File: src/rtl/fetch_sequencer_pkg.sv
// Shared types for the instruction fetch sequencer: FSM encoding, PC step and
// the {pc, instruction} record held in the skid buffer.
`ifndef FETCH_SEQUENCER_PKG_SV
`define FETCH_SEQUENCER_PKG_SV
package fetch_sequencer_pkg;

  typedef enum logic [1:0] {
    FETCH_IDLE  = 2'd0,
    FETCH_RUN   = 2'd1,
    FETCH_FAULT = 2'd2
  } fetch_state_t;

  localparam logic [31:0] PC_INCREMENT = 32'd4;

  typedef struct packed {
    logic [31:0] pc;
    logic [31:0] instruction;
  } fetch_entry_t;

endpackage
`endif

File: src/rtl/fetch_sequencer_if.sv
// Fetch-path bundle: redirect input, instruction-memory port and the decode
// handshake. master = sequencer side, slave = memory/decode/branch side.
interface fetch_sequencer_if #(
  parameter int ADDR_WIDTH = 10
);
  logic                  redirect_valid;
  logic [31:0]           redirect_target;
  logic                  decode_ready;
  logic [ADDR_WIDTH-1:0] imem_address;
  logic [31:0]           imem_data;
  logic                  fetch_valid;
  logic [31:0]           fetch_instruction;
  logic [31:0]           fetch_pc;
  logic                  fetch_fault;

  modport master (
    input  redirect_valid, redirect_target, decode_ready, imem_data,
    output imem_address, fetch_valid, fetch_instruction, fetch_pc, fetch_fault
  );

  modport slave (
    output redirect_valid, redirect_target, decode_ready, imem_data,
    input  imem_address, fetch_valid, fetch_instruction, fetch_pc, fetch_fault
  );
endinterface

File: src/rtl/fetch_skid_buffer.sv
// Two-entry FIFO of fetched {pc, instruction}; entry 0 is always the head.
// Flush wins over push/pop; push and pop on the same edge are both honoured.
module fetch_skid_buffer
  import fetch_sequencer_pkg::*;
(
  input  logic         clk_sys,
  input  logic         rst_b,
  input  logic         push,
  input  logic         pop,
  input  logic         flush,
  input  fetch_entry_t push_entry,
  output logic [1:0]   count,
  output fetch_entry_t head
);

  fetch_entry_t entry [2];

  always_ff @(posedge clk_sys or negedge rst_b) begin
    if (!rst_b) begin
      count    <= 2'd0;
      entry[0] <= '0;
      entry[1] <= '0;
    end else if (flush) begin
      count <= 2'd0;
    end else begin
      case ({push, pop})
        2'b10: begin
          entry[count[0]] <= push_entry;
          count           <= count + 2'd1;
        end
        2'b01: begin
          entry[0] <= entry[1];
          count    <= count - 2'd1;
        end
        2'b11: begin
          // count is 1 or 2 here; new word lands behind whatever survives the pop
          if (count == 2'd1) begin
            entry[0] <= push_entry;
          end else begin
            entry[0] <= entry[1];
            entry[1] <= push_entry;
          end
        end
        default: ;
      endcase
    end
  end

  assign head = entry[0];

endmodule

File: src/rtl/fetch_sequencer.sv
// Fetch sequencer: owns the PC, issues word addresses to instruction memory and
// feeds returned words through a 2-entry skid buffer to decode.
//
//   state       | meaning
//   FETCH_IDLE  | first edge after reset release, nothing issued
//   FETCH_RUN   | issuing, buffering, honouring redirects
//   FETCH_FAULT | misaligned redirect seen; frozen until reset
module fetch_sequencer
  import fetch_sequencer_pkg::*;
#(
  parameter logic [31:0] RESET_VECTOR = 32'h0000_0000,
  parameter int          ADDR_WIDTH   = 10,
  parameter int          BUF_DEPTH    = 2
) (
  input  logic              system_clock,
  input  logic              reset,
  fetch_sequencer_if.master bus
);

  if (BUF_DEPTH != 2) begin : g_bad_depth
    $error("fetch_sequencer: BUF_DEPTH must be 2");
  end
  if (RESET_VECTOR[1:0] != 2'b00) begin : g_bad_vector
    $error("fetch_sequencer: RESET_VECTOR must be word aligned");
  end

  fetch_state_t          state;
  logic [31:0]           issue_pc;
  logic [31:0]           inflight_pc;
  logic                  inflight;
  logic                  fault;
  logic [ADDR_WIDTH-1:0] imem_address;

  logic [1:0]   count;
  fetch_entry_t head;
  fetch_entry_t push_entry;
  logic         fetch_valid;
  logic         pop;
  logic         push;
  logic         flush;
  logic         misaligned;
  logic         issue;
  logic [2:0]   occupancy;

  always_comb begin
    fetch_valid = (count != 2'd0);
    flush       = (state == FETCH_RUN) && bus.redirect_valid;
    misaligned  = (bus.redirect_target[1:0] != 2'b00);
    pop         = fetch_valid && bus.decode_ready;
    push        = inflight && !flush;
    push_entry  = '{pc: inflight_pc, instruction: bus.imem_data};
    // Words that will occupy the buffer after this edge; issuing keeps it <= 2.
    occupancy   = {1'b0, count} + {2'b00, inflight} - {2'b00, pop};
    issue       = (state == FETCH_RUN) && (occupancy < 3'd2);
  end

  always_ff @(posedge system_clock or negedge reset) begin
    if (!reset) begin
      state        <= FETCH_IDLE;
      issue_pc     <= RESET_VECTOR;
      imem_address <= RESET_VECTOR[ADDR_WIDTH+1:2];
      inflight     <= 1'b0;
      inflight_pc  <= 32'd0;
      fault        <= 1'b0;
    end else begin
      case (state)
        FETCH_IDLE: begin
          state    <= FETCH_RUN;
          inflight <= 1'b0;
        end
        FETCH_RUN: begin
          if (bus.redirect_valid) begin
            if (misaligned) begin
              state    <= FETCH_FAULT;
              fault    <= 1'b1;
              inflight <= 1'b0;
            end else begin
              imem_address <= bus.redirect_target[ADDR_WIDTH+1:2];
              issue_pc     <= bus.redirect_target + PC_INCREMENT;
              inflight     <= 1'b1;
              inflight_pc  <= bus.redirect_target;
            end
          end else if (issue) begin
            imem_address <= issue_pc[ADDR_WIDTH+1:2];
            issue_pc     <= issue_pc + PC_INCREMENT;
            inflight     <= 1'b1;
            inflight_pc  <= issue_pc;
          end else begin
            inflight <= 1'b0;
          end
        end
        default: begin
          inflight <= 1'b0;
        end
      endcase
    end
  end

  fetch_skid_buffer u_buffer (
    .clk_sys    (system_clock),
    .rst_b      (reset),
    .push       (push),
    .pop        (pop),
    .flush      (flush),
    .push_entry (push_entry),
    .count      (count),
    .head       (head)
  );

  assign bus.imem_address      = imem_address;
  assign bus.fetch_valid       = fetch_valid;
  assign bus.fetch_instruction = head.instruction;
  assign bus.fetch_pc          = head.pc;
  assign bus.fetch_fault       = fault;

endmodule
File: src/flat_wrapper.sv
// flat-port wrapper written by rule: the top's interface ports become plain ports
module fetch_sequencer_flat import fetch_sequencer_pkg::*;
#(
  parameter logic [31:0] RESET_VECTOR = 32'h0000_0000,
  parameter int          ADDR_WIDTH   = 10,
  parameter int          BUF_DEPTH    = 2
)
  (system_clock, reset, bus_redirect_valid, bus_redirect_target, bus_decode_ready, bus_imem_data, bus_imem_address, bus_fetch_valid, bus_fetch_instruction, bus_fetch_pc, bus_fetch_fault);
  fetch_sequencer_if #(.ADDR_WIDTH(ADDR_WIDTH)) bus_i ();
  input  logic system_clock;
  input  logic reset;
  input wire logic [$bits(bus_i.redirect_valid)-1:0] bus_redirect_valid;
  input wire logic [$bits(bus_i.redirect_target)-1:0] bus_redirect_target;
  input wire logic [$bits(bus_i.decode_ready)-1:0] bus_decode_ready;
  input wire logic [$bits(bus_i.imem_data)-1:0] bus_imem_data;
  output wire logic [$bits(bus_i.imem_address)-1:0] bus_imem_address;
  output wire logic [$bits(bus_i.fetch_valid)-1:0] bus_fetch_valid;
  output wire logic [$bits(bus_i.fetch_instruction)-1:0] bus_fetch_instruction;
  output wire logic [$bits(bus_i.fetch_pc)-1:0] bus_fetch_pc;
  output wire logic [$bits(bus_i.fetch_fault)-1:0] bus_fetch_fault;
  assign bus_i.redirect_valid = bus_redirect_valid;
  assign bus_i.redirect_target = bus_redirect_target;
  assign bus_i.decode_ready = bus_decode_ready;
  assign bus_i.imem_data = bus_imem_data;
  assign bus_imem_address = bus_i.imem_address;
  assign bus_fetch_valid = bus_i.fetch_valid;
  assign bus_fetch_instruction = bus_i.fetch_instruction;
  assign bus_fetch_pc = bus_i.fetch_pc;
  assign bus_fetch_fault = bus_i.fetch_fault;
  fetch_sequencer #(.RESET_VECTOR(RESET_VECTOR), .ADDR_WIDTH(ADDR_WIDTH), .BUF_DEPTH(BUF_DEPTH)) u_core (.system_clock(system_clock), .reset(reset), .bus(bus_i));
endmodule
File: config.mk
export PLATFORM = sky130hd
export DESIGN_NAME = fetch_sequencer_flat
export DESIGN_NICKNAME = d
export VERILOG_FILES = /design/src/rtl/fetch_sequencer_pkg.sv /design/src/rtl/fetch_sequencer_if.sv /design/src/rtl/fetch_skid_buffer.sv /design/src/rtl/fetch_sequencer.sv /design/src/flat_wrapper.sv
export SDC_FILE = /design/constraint.sdc
export NUM_CORES = 1
export LEC_CHECK = 0
export CORE_MARGIN = 2
export CORE_UTILIZATION = 30
export CTS_CLUSTER_DIAMETER = 200
export DETAILED_ROUTE_END_ITERATION = 8
export GPL_ROUTABILITY_DRIVEN = 0
export MAX_ROUTING_LAYER = met4
export PLACE_DENSITY = 0.56
export SYNTH_ARGS = -nofsm -noshare
export SYNTH_HDL_FRONTEND = slang
export SYNTH_SLANG_ARGS = --single-unit
File: constraint.sdc
create_clock -name system_clock -period 3.5 [get_ports system_clock]
set_clock_uncertainty 0.05 [all_clocks]
set_input_delay 0.7 -clock system_clock [delete_from_list [all_inputs] [get_ports system_clock]]
set_output_delay 0.7 -clock system_clock [all_outputs]
set_load 0.1 [all_outputs]
==> flow_summary.json <==
{
  "syn_to_final_growth_pct": 19.2,
  "clk_pin_slew_ns": 0.08,
  "rsz0062_at_grt": "false",
  "synth_top_cell_by_area": "dfrtp_1",
  "max-vdd-ir-drop_uv": 429,
  "cp_max_fo": 9,
  "max_freq_mhz": 321,
  "worst_pin_slew_ns": 0.981,
  "synth-simple-area-share": 0.130,
  "min_path_type": "primary input to async pin",
  "leakagePower_nw": 5.38,
  "syn-cell-area_um2": 10600,
  "final_nets": 1180,
  "drt_iter0_markers": 381,
  "p_clk_frac": 0.170,
  "placed_cell_area_um2": 12000,
  "netlist_top_cells_area": "dfrtp_1, a21oi_1, mux2_2, buf_4, o31ai_1",
  "antenna_cells": 0,
  "cts_hold_buf": 0,
  "critPathTopFamily": "adder cells",
  "worstRegToRegCells": 14,
  "drtAntennaViolNets": 0,
  "drive_gt1_frac": 0.185,
  "seqPwrFrac": 0.331,
  "grt_pass1_vias": 7617,
  "drtPass1Iterations": 5,
  "synthAdderAreaFrac": 0.0113,
  "p_per_area_nw_per_um2": 944,
  "syn_nets": 1133,
  "fin_crit_sh": 0.891,
  "combPwrFrac": 0.499,
  "timing_worst_setup_path_type": "register to register",
  "async_flop_share": 1.00,
  "start_util": 0.306,
  "grt_max_degree": 129,
  "fp-row-count": 68,
  "syn_avg_cell_area_um2": 10.0,
  "internal_power_mw": 5.97,
  "wl_um": 26800,
  "cts_root_buf": "clkbuf_16",
  "critical-path-slowest-cell": "dfrtp_1",
  "cp-start-kind": "register",
  "cts_tree": "yes",
  "ios": 144,
  "ys.warnings.count": 0,
  "setup_tns_ns": 0,
  "cts_resized": 0,
  "cts_setup_buffers": 0,
  "status": "completed",
  "final_area_um2": 12600,
  "critical_path_depth": 14,
  "synth_seq_cells": 198,
  "worstPathArrival_ns": 3.43,
  "cap_violations": 0,
  "cts_max_level": 4,
  "vias": 7823,
  "crit_chain": "inv_1 -> ha_2 -> clkinvlp_4 -> nand2_4 -> inv_4 -> ha_4 -> nand2b_4 -> fa_2 -> xnor2_2 -> nand4_4 -> buf_4 -> nor4_1 -> mux2_1 -> o21ai_1",
  "core_um2": 34600,
  "fp.dieH_um": 192,
  "dieArea_um2": 36800,
  "clock-sinks": 198,
  "slew_violations": 0,
  "crit_path_end_kind": "register",
  "setup_violations": 0,
  "cts_buffer_depth": 2,
  "synthMuxAreaShare": 0.0969,
  "numPortBuffers": 143,
  "maxSlewHeadroom": 0.344,
  "synth_xor_area_frac": 0.0247,
  "drc": 0,
  "cp.required_ns": 3.81,
  "hold_viol": 0,
  "fin_hold_ws_ns": 0.249,
  "grt_pass1_wl_um": 43000,
  "yosysSeqAreaShare": 0.468,
  "synthFlopType": "dfrtp_1",
  "netlist_instances": 1056,
  "wl_per_cell_um": 17.1,
  "synth-edff-count": 0,
  "synth_top_family_by_area": "compound AO/OA/AOI/OAI gates",
  "place_hpwl_um": 18000,
  "antenna_found_initial": 0,
  "via_per_inst": 4.98,
  "cpPeakStageDelay_ns": 0.46,
  "overflow": 0,
  "synth-compound-area-share": 0.185,
  "die_w_um": 192,
  "netSwitchingFraction": 0.499,
  "synth_cell_type_count": 64,
  "p_switching_mw": 5.94,
  "synth_top_area_frac": 0.468,
  "min_period_ns": 3.12,
  "grt_use_total": 0.153,
  "crit_buf_inv": 4,
  "clock_latency_ns": 0.43,
  "cts_buffers": 17
}
[registers in the layout (all words and copies together) (netlist names)]
register / count
u_core.bus.fetch_fault: 1
u_core.bus.imem_address: 9
u_core.inflight: 1
u_core.inflight_pc: 23
u_core.issue_pc: 32
u_core.state: 2
u_core.u_buffer.count: 2
u_core.u_buffer.entry: 64
u_core.u_buffer.head: 64
[per-layer routing]
metal / share of wire / vias to the layer above / GRT usage
met5: 0 / - / -
met2: 0.46 / 168 / 0.226
li1: - / 3802 / -
met4: 0.0094 / 0 / 0.0367
met3: 0.042 / 16 / 0.0243
met1: 0.49 / 3837 / 0.220
[worst reg2reg max path: stages (launching register included)]
cell	delay [ns]
dfrtp_1	0.46
inv_1	0.11
ha_2	0.19
clkinvlp_4	0.10
nand2_4	0.07
inv_4	0.05
ha_4	0.20
nand2b_4	0.13
fa_2	0.38
xnor2_2	0.22
nand4_4	0.11
buf_4	0.20
nor4_1	0.33
mux2_1	0.35
o21ai_1	0.08
[per-stage QoR]
| step | setup WS, ns | cells | utilization | total power [mW] |
|---|---|---|---|---|
| 6_report | 0.381 | 1571 | 0.364 | 11.9 |
| 2_1_floorplan | -0.0821 | 1056 | - | 8.90 |
| 3_3_place_gp | 0.0540 | 1539 | 0.347 | 9.88 |
| 5_1_grt | 0.183 | 1571 | 0.364 | 12.6 |
| 4_1_cts | 0.365 | 1571 | 0.364 | 12.1 |
| 3_5_place_dp | 0.0224 | 1539 | 0.347 | 9.99 |
[cells in the final DEF, fill, tap and decap left out, drive strengths merged, types with 16 or more instances in the layout]
cell / Yosys / layout
buf: 104 / 67
xnor2: 16 / 16
dfrtp: 198 / 198
o21ai: 35 / 35
clkbuf: 36 / 19
nor2: 42 / 42
inv: 11 / 16
o31ai: 64 / 64
a21oi: 167 / 167
nand2: 128 / 128
mux2: 68 / 68
nand3: 18 / 18
clkdlybuf4s50: 0 / 100
mux2i: 26 / 26
[synth_stat cells, drive strengths merged, types with 2 or more instances]
| master | instances |
|---|---|
| clkbuf | 36 |
| mux2i | 26 |
| a22oi | 11 |
| nor2b | 9 |
| nand4b | 6 |
| nor3b | 3 |
| buf | 104 |
| o22a | 3 |
| nand2b | 4 |
| dfrtp | 198 |
| xor2 | 13 |
| ha | 8 |
| nor4 | 3 |
| inv | 11 |
| or2 | 4 |
| nor4b | 2 |
| a31oi | 4 |
| o221ai | 3 |
| a21oi | 167 |
| or4 | 2 |
| and2 | 6 |
| nor3 | 11 |
| a32oi | 2 |
| nand4 | 11 |
| o211ai | 5 |
| o31ai | 64 |
| a211oi | 2 |
| nand2 | 128 |
| a21o | 4 |
| o21ai | 35 |
| a221oi | 2 |
| xnor2 | 16 |
| nor2 | 42 |
| o311ai | 2 |
| nand3 | 18 |
| nand3b | 13 |
| mux2 | 68 |
[power by group through the flow]
| stage | registers, mW | clock network [mW] | logic [mW] |
|---|---|---|---|
| floorplan | 3.78 | 0 | 5.12 |
| global placement | 3.96 | 0 | 5.92 |
| detailed placement | 3.99 | 0 | 5.99 |
| CTS | 3.94 | 2.11 | 6.01 |
| global route | 4.09 | 2.20 | 6.35 |
| finish | 3.95 | 2.03 | 5.94 |
[worst paths after layout]
kind / startpoint / endpoint / slack (ns)
worst max-delay path: u_core.u_buffer.count[1]$_DFFE_PN0P_ / u_core.issue_pc[21]$_DFFE_PN0P_ / 0.38
worst min-delay path: reset / u_core.u_buffer.head[27]$_DFFE_PN0P_ / 0.25
worst max register to register: u_core.u_buffer.count[1]$_DFFE_PN0P_ / u_core.issue_pc[21]$_DFFE_PN0P_ / 0.38
worst min register to register: u_core.state[1]$_DFFE_PN0P_ / u_core.state[0]$_DFFE_PN0P_ / 0.42
max in group asynchronous: reset / u_core.inflight_pc[16]$_DFFE_PN0P_ / 2.33
min in group system_clock: u_core.state[1]$_DFFE_PN0P_ / u_core.state[0]$_DFFE_PN0P_ / 0.42
[area by class of cell]
class                           count  area (um2)
Multi-Input combinational cell    707        4810
Clock buffer                       18         429
Inverter                           11        47.5
Clock inverter                     14         168
Sequential cell                   198        4950
Fill cell                        3445       22000
Timing Repair Buffer              168        1640
Tap cell                          455         569
[logic make-up (layout without fill, tap and decap cells)]
group                    count (synthesis)  count (layout)
AO/OA/AOI/OAI                          310             310
XOR/XNOR                                29              29
adder cells (fa/ha/maj)                  9               9
buffers and inverters                  151             211
flip-flops                             198             198
multiplexers                            94              94
AND/OR/NAND/NOR                        265             265
Note: power is estimated with default switching activity, not from simulation.
